## config.mk

```make
export PLATFORM = sky130hd
export DESIGN_NAME = hazard_scoreboard
export DESIGN_NICKNAME = d
export VERILOG_FILES = /design/src/rtl/hazard_scoreboard_pkg.sv /design/src/rtl/hazard_slot.sv /design/src/rtl/hazard_scoreboard.sv
export SDC_FILE = /design/constraint.sdc
export NUM_CORES = 1
export LEC_CHECK = 0
export CORE_MARGIN = 8
export CORE_UTILIZATION = 55
export CTS_CLUSTER_SIZE = 20
export DETAILED_ROUTE_END_ITERATION = 10
export PLACE_DENSITY = 0.77
export SETUP_SLACK_MARGIN = 0.1
export SYNTH_ARGS = -nofsm -noshare
export SYNTH_HDL_FRONTEND = slang
export SYNTH_HIERARCHICAL = 1
export SYNTH_SLANG_ARGS = --single-unit
```

## constraint.sdc

```tcl
create_clock -name clk -period 3.7 [get_ports clk]
set_input_delay 0.37 -clock clk [delete_from_list [all_inputs] [get_ports clk]]
set_output_delay 0.37 -clock clk [all_outputs]
set_load 0.02 [all_outputs]
```

## src/rtl/hazard_scoreboard_pkg.sv

```systemverilog
// Shared hazard-unit types: forwarding codes, "operand unused" tag and the scoreboard slot layout.
package hazard_scoreboard_pkg;

  localparam int unsigned REG_AW = 5;
  localparam int unsigned T_W    = 2;

  typedef enum logic [1:0] {
    FWD_RF = 2'd0,
    FWD_E  = 2'd1,
    FWD_M  = 2'd2,
    FWD_W  = 2'd3
  } fwd_e;

  localparam logic [T_W-1:0] TUSE_NONE = 2'd3;

  typedef struct packed {
    logic              valid;
    logic              regwrite;
    logic [REG_AW-1:0] dst;
    logic [T_W-1:0]    tnew;
    logic [REG_AW-1:0] rs;
    logic [REG_AW-1:0] rt;
    logic [T_W-1:0]    rs_use;
    logic [T_W-1:0]    rt_use;
  } slot_t;

  function automatic logic [T_W-1:0] sat_dec(input logic [T_W-1:0] t);
    return (t == '0) ? '0 : t - T_W'(1);
  endfunction

endpackage

```

## src/rtl/hazard_slot.sv

```systemverilog
// One scoreboard entry: loads the upstream entry with tnew counted down one stage, or a bubble.
module hazard_slot
  import hazard_scoreboard_pkg::*;
(
  input  logic  clk,
  input  logic  reset,
  input  slot_t din,
  input  logic  bubble,
  output slot_t q
);

  always_ff @(posedge clk or posedge reset) begin
    if (reset) begin
      q <= '0;
    end else if (bubble) begin
      q <= '0;
    end else begin
      q      <= din;
      q.tnew <= sat_dec(din.tnew);
    end
  end

endmodule

```

## src/rtl/hazard_scoreboard.sv

```systemverilog
// D-stage stall and D/E/M forwarding selects from a 3-slot (E/M/W) write scoreboard.
// Optional HAZARD_STALL_CNT_EN adds a free-running stall-cycle counter output.
module hazard_scoreboard
  import hazard_scoreboard_pkg::*;
(
  input  logic       clk,
  input  logic       reset,
  input  logic       d_valid,
  input  logic [4:0] d_rs,
  input  logic [4:0] d_rt,
  input  logic [1:0] d_rs_tuse,
  input  logic [1:0] d_rt_tuse,
  input  logic [1:0] d_tnew,
  input  logic [4:0] d_dst,
  input  logic       d_regwrite,
  output logic       stall,
  output logic [1:0] d_fwd_rs,
  output logic [1:0] d_fwd_rt,
  output logic [1:0] e_fwd_rs,
  output logic [1:0] e_fwd_rt,
  output logic [1:0] m_fwd_rt
`ifdef HAZARD_STALL_CNT_EN
  ,
  output logic [31:0] stall_count
`endif
);

  slot_t d_entry, e_slot, m_slot, w_slot;

  always_comb begin
    d_entry          = '0;
    d_entry.valid    = d_valid;
    d_entry.regwrite = d_regwrite;
    d_entry.dst      = d_dst;
    d_entry.tnew     = d_tnew;
    d_entry.rs       = d_rs;
    d_entry.rt       = d_rt;
    d_entry.rs_use   = d_rs_tuse;
    d_entry.rt_use   = d_rt_tuse;
  end

  hazard_slot u_slot_e (.clk(clk), .reset(reset), .din(d_entry), .bubble(stall),  .q(e_slot));
  hazard_slot u_slot_m (.clk(clk), .reset(reset), .din(e_slot),  .bubble(1'b0),   .q(m_slot));
  hazard_slot u_slot_w (.clk(clk), .reset(reset), .din(m_slot),  .bubble(1'b0),   .q(w_slot));

  function automatic logic writes(input slot_t s, input logic [REG_AW-1:0] r);
    return s.valid && s.regwrite && (s.dst == r) && (r != '0);
  endfunction

  function automatic logic too_late(input slot_t s, input logic [REG_AW-1:0] r,
                                    input logic [T_W-1:0] tuse);
    return (tuse != TUSE_NONE) && writes(s, r) && (s.tnew > tuse);
  endfunction

  // A younger matching slot decides the source even when its result is not ready yet.
  function automatic fwd_e pick(input slot_t s, input logic [REG_AW-1:0] r,
                                input fwd_e code, input fwd_e older);
    if (writes(s, r)) return (s.tnew == '0) ? code : FWD_RF;
    return older;
  endfunction

  always_comb begin
    stall = d_valid &&
            (too_late(e_slot, d_rs, d_rs_tuse) || too_late(e_slot, d_rt, d_rt_tuse) ||
             too_late(m_slot, d_rs, d_rs_tuse) || too_late(m_slot, d_rt, d_rt_tuse) ||
             too_late(w_slot, d_rs, d_rs_tuse) || too_late(w_slot, d_rt, d_rt_tuse));
    d_fwd_rs = pick(e_slot, d_rs, FWD_E, pick(m_slot, d_rs, FWD_M, pick(w_slot, d_rs, FWD_W, FWD_RF)));
    d_fwd_rt = pick(e_slot, d_rt, FWD_E, pick(m_slot, d_rt, FWD_M, pick(w_slot, d_rt, FWD_W, FWD_RF)));
    e_fwd_rs = pick(m_slot, e_slot.rs, FWD_M, pick(w_slot, e_slot.rs, FWD_W, FWD_RF));
    e_fwd_rt = pick(m_slot, e_slot.rt, FWD_M, pick(w_slot, e_slot.rt, FWD_W, FWD_RF));
    m_fwd_rt = pick(w_slot, m_slot.rt, FWD_W, FWD_RF);
  end

  logic unused_fields;
  assign unused_fields = ^{e_slot.rs_use, e_slot.rt_use, m_slot.rs, m_slot.rs_use, m_slot.rt_use,
                           w_slot.rs, w_slot.rt, w_slot.rs_use, w_slot.rt_use};

`ifdef HAZARD_STALL_CNT_EN
  always_ff @(posedge clk or posedge reset) begin
    if (reset)      stall_count <= '0;
    else if (stall) stall_count <= stall_count + 32'd1;
  end
`endif

endmodule
```

Word-level counts from Yosys, hierarchy flattened. Index checks and enable logic that the tools add are counted.

Bits in registers: 42. Bits of input ports: 25. Output and inout bits: 11. Word-level logic and storage cells: 129.

Add/subtract/negate cells: 3. Magnitude comparators: 6. Equality and inequality tests: 13. Muxes and demuxes: 40. Reduce and logical (&&, ||, !) cells: 52.

Operator list (count): $eq A5 B5 Y1 (11); $mux W2 (27); $logic_and A1 B1 Y1 (38); $reduce_bool A5 Y1 (5); $mux W23 (1); $gt A2 B2 Y1 (6); $mux W1 (12); $logic_not A2 Y1 (4); $sub A2 B1 Y2 const B (3); $logic_or A1 B1 Y1 (5); $ne A2 B2 Y1 const B (2).

Logic depth before layout (Yosys ltp). Gate-level depths: netlist (run 1).

Word-level depth: 12. Depth in mapped cells: 10. Mapped depth without buffers: 9.

Modules after synthesis. Netlist (run 1), hierarchy kept.

Modules (own cells, without submodules): hazard_slot (times used 3, cells each 49, area an instance 750.7 sq um, sequential area each 575.6 sq um); hazard_scoreboard (times used 1, cells each 163, area an instance 1174.9 sq um, sequential area each 0.0 sq um).

Worst setup path before layout (run 1). OpenSTA, ideal clock, no wires.

Path type: register to register. Start: reg u_slot_m/q[19] (netlist name). End: reg, netlist name u_slot_e/q[0]. Setup time: 0.118 ns. Arrival time: 2.280 ns. Required time: 3.582 ns. Setup slack: 1.302 ns. Stages on the path, launching flop included: 10. Buffers on the path: 2. Clock period less this slack: 2.398 ns. Path through: dfrtp_1 > clkbuf_1 > xnor2_1 > nand4_1 > nor4_1 > and2_1 > nor3_1 > o21bai_1 > buf_4 > nor2b_1.

RTL lines: start: declaration (line hazard_slot.sv:9) `output slot_t q`; start signal: assignment (line hazard_slot.sv:18) `q <= din;`.

Worst setup path after layout (run 1).
Start: in d_rs[0]. End: out stall.

Cells in the longest elaborated chain, start to end: 11. Elaborated cells between the ends (all ways): 22. Those cells by class: 3 x eq/ne; 19 x reduce/logical.

RTL lines: start: declaration (line hazard_scoreboard.sv:9) `input logic [4:0] d_rs,`; $eq A5 B5 Y1 (line hazard_scoreboard.sv:47) `return s.valid && s.regwrite && (s.dst == r) && (r != '0);`; $logic_and A1 B1 Y1 (2 in series) (line hazard_scoreboard.sv:47); $logic_and A1 B1 Y1 (2 in series) (line hazard_scoreboard.sv:52) `return (tuse != TUSE_NONE) && writes(s, r) && (s.tnew > tuse);`; $logic_or A1 B1 Y1 (2 in series) (line hazard_scoreboard.sv:64) `(too_late(e_slot, d_rs, d_rs_tuse) || too_late(e_slot, d_rt, d_rt_tuse) ||`; $logic_or A1 B1 Y1 (line hazard_scoreboard.sv:65) `too_late(m_slot, d_rs, d_rs_tuse) || too_late(m_slot, d_rt, d_rt_tuse) ||`; $logic_or A1 B1 Y1 * (line hazard_scoreboard.sv:65); $logic_or A1 B1 Y1 * (line hazard_scoreboard.sv:66) `too_late(w_slot, d_rs, d_rs_tuse) || too_late(w_slot, d_rt, d_rt_tuse));`; $logic_and A1 B1 Y1 * (line hazard_scoreboard.sv:63) `stall = d_valid &&`; end: declaration (line hazard_scoreboard.sv:16) `output logic stall,`.

Mark *: on every way between the ends. The rest lies on a longest branch, timed or not.

==> results of run 1 <==
-- per-layer routing --
layer	GRT usage, %	wire length [microns]	vias to the layer above
li1	-	-	921
met4	6.63	106	0
met1	22.1	2650	925
met3	4.00	323	13
met2	30.1	2920	60
met5	0	0	-
-- flip-flops by register name (all words and copies together), names as in the netlist --
| name | count |
|---|---|
| u_slot_m/q | 14 |
| u_slot_w/q | 9 |
| u_slot_e/q | 19 |
-- through the flow --
step           area, sq um  cells
3_5_place_dp          2960    343
3_3_place_gp          2960    343
2_1_floorplan         2620    265
4_1_cts               3050    351
5_1_grt               3050    351
6_report              3050    351
-- where the power goes --
part | total, mW | switching (mW) | internal (mW) | leakage, nW
registers | 0.511 | 0.0311 | 0.480 | 0.528
logic | 0.148 | 0.0688 | 0.0795 | 0.740
clock network | 0.307 | 0.157 | 0.151 | 0.0482
-- area by class of cell --
class                   instances  area (sq um)
clock buffers                   7          86.3
fillers                       377          1580
repair buffers                 37           365
well taps                      54          67.6
multi-input cells             193          1410
flip-flops and latches         42          1050
inverters                      17          63.8
clock inverters                 1          5.00
-- worst paths after layout --
path	to	cells after the start	startpoint	slack (ns)
setup / recovery	stall	8	d_rs[0]	0.42
setup reg to reg	u_slot_e/q[15]	8	u_slot_m/q[20]	1.26
min in group clk	u_slot_w/q[14]	1	u_slot_m/q[14]	0.50
hold / removal	u_slot_w/q[15]	2	reset	0.38
hold reg to reg	u_slot_w/q[14]	1	u_slot_m/q[14]	0.50
max in group asynchronous	u_slot_e/q[7]	2	reset	2.66
==> impl_metrics.toml, run 1 <==
[worst_setup_path]
setup.worst_path.class = "input pin to primary output"
worstPathArrival_ns = 2.91
max_stage_delay_ns = 0.66
crit_buf_inv = 2
worst_setup_path_end_kind = "primary output"
cpMaxStageDelayCell = "clkdlybuf4s50_1"
crit_required_ns = 3.33
path_common_cell = "clkdlybuf4s50_1"
worstPathCellList = "clkdlybuf4s50_1, xnor2_1, nand4_1, nor4_1, and2_1, nor3_1, o21bai_1, clkdlybuf4s50_1"
crit_fanout = 5
path_delay_family = "buffers and inverters"
cp-start-kind = "input pin"

[global_routing]
antenna_found_initial = 0
grt_pass1_wl_microns = 10100
gr-total-overflow = 0
grt_start_max_net_pins = 20
grt_pass1_vias = 2059
grt_usage_pct = 18.0

[pwr]
fin_total_pwr_mw = 0.966
ir_drop_mv = 0.278
p_leak_nw = 1.32
powerDensity_mw_per_mm2 = 317

[place]
finalWeightedCongestion = 0.890
io_buffer_count = 35
place_ws_ns = 0.398
hpwl_microns = 4740

[clock_network]
worstSkewPairLatency_ns = 0.30
cts_hold_buffers = 0
cts_tree = "yes"
cts_inserted_buffers = 5
cts_sinks = 42
post-cts-setup-buffers = 0
h-tree-depth = 2
clkTransAtPathRegs_ns = 0.08
clk_path_buf_depth = 2
cts-root-buf = "clkbuf_8"
cts_resized = 0

[sta]
fmax_ghz = 0.305
slew-limit-headroom_pct = 49.6
post-route-period-util_pct = 88.7
fin_crit_ns = 3.28
setup_viol = 0
rsz0062_at_grt = "false"
setup_ws_ns = 0.418
tns_ns = 0
hold_slack_ns = 0.383
worstMarginPinSlew_ns = 0.755
finalClockSkew_ns = 0.00639
hold_viol = 0
slew_violations = 0

[drt]
route.detailed.drc = 0
viasPerCell = 5.47
post_drt_wl_per_cell_microns = 17.1
antenna_left = 0
firstDrtPassIters = 4
drtIter0Drc = 116
wl_microns = 6000
num_vias = 1919

[status]
status = "completed"

[synth]
syn_avg_cell_area_sq_um = 10.1
yosysWarnings = 6
syn_area_sq_mm = 0.00258
synthCells = 256

[final_layout]
final_cell_mix = "dfrtp_1, xnor2_1, nor2b_1"
nets = 333
syn_to_final_growth_pct = 18.0
drive_gt1_share_pct = 6.73
diodes = 0
layout_commonest_cell = "dfrtp_1"
finalCoreUtilization_pct = 65.8

[min_path]
hold_path_class = "input pin to asynchronous set/reset pin"

[floorplan]
die_h_microns = 84.5
num_io_pins = 36
row_count = 25
die-area_sq_mm = 0.00714
start_util_pct = 55.8
fp.dieW_microns = 84.5
core_area_sq_mm = 0.00463

[job]
cap_violations = 0
Power figures use the tool's default switching activity.
==> inputs of run 2 (changes only) <==
--- a/config.mk
+++ b/config.mk
@@ -6,10 +6,11 @@
 export NUM_CORES = 1
 export LEC_CHECK = 0
 export CORE_MARGIN = 8
-export CORE_UTILIZATION = 55
+export CORE_UTILIZATION = 52
+export CTS_BUF_LIST = sky130_fd_sc_hd__clkbuf_16
 export CTS_CLUSTER_SIZE = 20
 export DETAILED_ROUTE_END_ITERATION = 10
-export PLACE_DENSITY = 0.77
+export PLACE_DENSITY = 0.76
 export SETUP_SLACK_MARGIN = 0.1
 export SYNTH_ARGS = -nofsm -noshare
 export SYNTH_HDL_FRONTEND = slang
==> constraint.sdc (replaced) <==
create_clock -name clk -period 2.9 [get_ports clk]
set_input_delay 0.29 -clock clk [delete_from_list [all_inputs] [get_ports clk]]
set_output_delay 0.29 -clock clk [all_outputs]
set_load 0.02 [all_outputs]
==> run 2 against run 1 <==
Register-to-register slack worse by 0.74 ns. Sequential power grew 27%. Combinational power increased by 42%. Routed wire length up 1.9%. Hold slack lost 0.050 ns. Worst setup slack worse by 0.22 ns. Flip-flop and latch count is the same. Clock skew decreased by 0.0032 ns. Non-clock buffer count rose by 16. Sequential share of layout area is 1.9 points lower. First-iteration DRC count fell by 47%. Via count increased by 2.0%. Critical path type unchanged. Largest cell class unchanged.
==> impl_metrics.toml, run 2 (synthesis gave the netlist of run 1 again) <==
[final_layout]
drive_gt1_share_pct = 12.5
syn_to_final_growth_pct = 25.1
final_cell_mix = "dfrtp_1, xnor2_1, nor2b_1"
largest_reg_flops = 19
fill_cells = 403
design_area_sq_mm = 0.00323
diodes = 0
nets = 349
top_register = "u_slot_e/q"
layout_commonest_cell = "dfrtp_1"
reg.largest.list = "u_slot_e/q (19), u_slot_m/q (14), u_slot_w/q (9)"

[status]
status = "completed"

[worst_setup_path]
cpMaxStageDelayCell = "or4_1"
crit_required_ns = 2.61
worstPathArrival_ns = 2.41
crit_buf_inv = 2
path_common_cell = "nor4_2"
setup.worst_path.class = "input pin to primary output"
worstPathCellList = "clkdlybuf4s50_1, or4_1, nor2_2, nor4_2, nor4_2, a21oi_1, nor2_1, clkdlybuf4s15_1"
max_stage_delay_ns = 0.57
cp-start-kind = "input pin"
crit_fanout = 5
path_delay_family = "simple AND/OR/NAND/NOR gates"
worst_setup_path_end_kind = "primary output"

[sta]
slew_violations = 0
setup_viol = 0
fin_crit_ns = 2.70
hold_viol = 0
slew-limit-headroom_pct = 48.4
finalClockSkew_ns = 0.00322
hold_slack_ns = 0.332
tns_ns = 0
worstMarginPinSlew_ns = 0.774
fmax_ghz = 0.370
post-route-period-util_pct = 93.2
rsz0062_at_grt = "false"

[global_routing]
gr-total-overflow = 0
grt_pass1_vias = 2023
grt_pass1_wl_microns = 10100
antenna_found_initial = 0
grt_usage_pct = 17.6
grt_start_max_net_pins = 20

[clock_network]
cts-root-buf = "clkbuf_16"
cts_sinks = 42
h-tree-depth = 2
clk_path_buf_depth = 2
cts_hold_buffers = 0
cts_tree = "yes"
clkTransAtPathRegs_ns = 0.05
cts_inserted_buffers = 5
worstSkewPairLatency_ns = 0.28

[floorplan]
fp.dieW_microns = 86.5
num_io_pins = 36
row_count = 25
core_area_sq_mm = 0.00475
die_h_microns = 86.5
start_util_pct = 54.3
die-area_sq_mm = 0.00748

[drt]
wl_microns = 6120
drtIter0Drc = 61
post_drt_wl_per_cell_microns = 16.1
route.detailed.drc = 0
viasPerCell = 5.16
num_vias = 1957
firstDrtPassIters = 4
antenna_left = 0

[pwr]
p_leak_nw = 1.48
powerDensity_mw_per_mm2 = 424
ir_drop_mv = 0.289

[place]
finalWeightedCongestion = 0.987
hpwl_microns = 4960
place_area_sq_mm = 0.00309
io_buffer_count = 35

[min_path]
hold_path_class = "input pin to asynchronous set/reset pin"

[job]
cap_violations = 0
[run 2: cell types whose count changed in the layout (fill, tap and decap cells not counted), moves of 2 or more]
cell and delta:
dlymetal6s2s_1 +3, clkbuf_2 +2, clkbuf_8 -6, clkdlybuf4s15_1 +3
clkbuf_16 +5, buf_4 +16, clkdlybuf4s50_1 -9
[run 2: final timing paths]
check	cells past startpoint	to	from	slack [ns]
worst max register to register	8	u_slot_e/q[15]	u_slot_m/q[18]	0.52
worst min-delay path	2	u_slot_w/q[14]	reset	0.33
min in group clk	1	u_slot_w/q[22]	u_slot_m/q[22]	0.49
worst min register to register	1	u_slot_w/q[22]	u_slot_m/q[22]	0.49
worst max-delay path	8	d_fwd_rs[1]	d_rs[2]	0.20
max in group asynchronous	2	u_slot_e/q[8]	reset	1.90
[run 2: per-layer routing]
| layer | vias up | global-route usage [%] | share of wire [%] | routed length [microns] |
|---|---|---|---|---|
| met5 | - | 0 | 0 | 0 |
| met4 | 0 | 5.95 | 1.1 | 70 |
| met3 | 9 | 3.78 | 4.9 | 297 |
| met2 | 61 | 29.6 | 49 | 3030 |
| met1 | 935 | 21.6 | 45 | 2720 |
| li1 | 952 | - | - | - |
[run 2: power by group]
part | leakage (nW) | switching (mW) | internal, mW | total, mW
registers | 0.528 | 0.0352 | 0.614 | 0.649
clock network | 0.0694 | 0.202 | 0.310 | 0.512
logic | 0.887 | 0.0970 | 0.113 | 0.210
[run 2: per-stage QoR]
step / power [mW] / worst slack, ns / cells / utilization [%]
after floorplan: 0.779 / 0.529 / 265 / -
after global placement: 0.860 / -0.206 / 372 / 65.1
after detailed placement: 0.865 / -0.217 / 372 / 65.1
after CTS: 1.38 / 0.0572 / 379 / 67.7
after global routing: 1.44 / 0.103 / 379 / 67.9
final: 1.37 / 0.196 / 379 / 67.9
[run 2: area by class of cell]
type / count / area [sq um] / share of cell area, %
multi-input combinational: 193 / 1420 / 43.8
sequential: 42 / 1050 / 32.5
timing repair buffer: 53 / 482 / 14.9
clock buffer: 5 / 125 / 3.87
tap: 67 / 83.8 / 2.59
inverter: 17 / 63.8 / 1.98
clock inverter: 2 / 10.0 / 0.310
[run 2: timing repair]
action                                  in CTS  in global routing
pin swaps                                    0                  0
endpoints found under the setup margin       6                  8
buffers inserted                             0                  0
resized for setup                            6                 11
gates cloned                                 0                  0
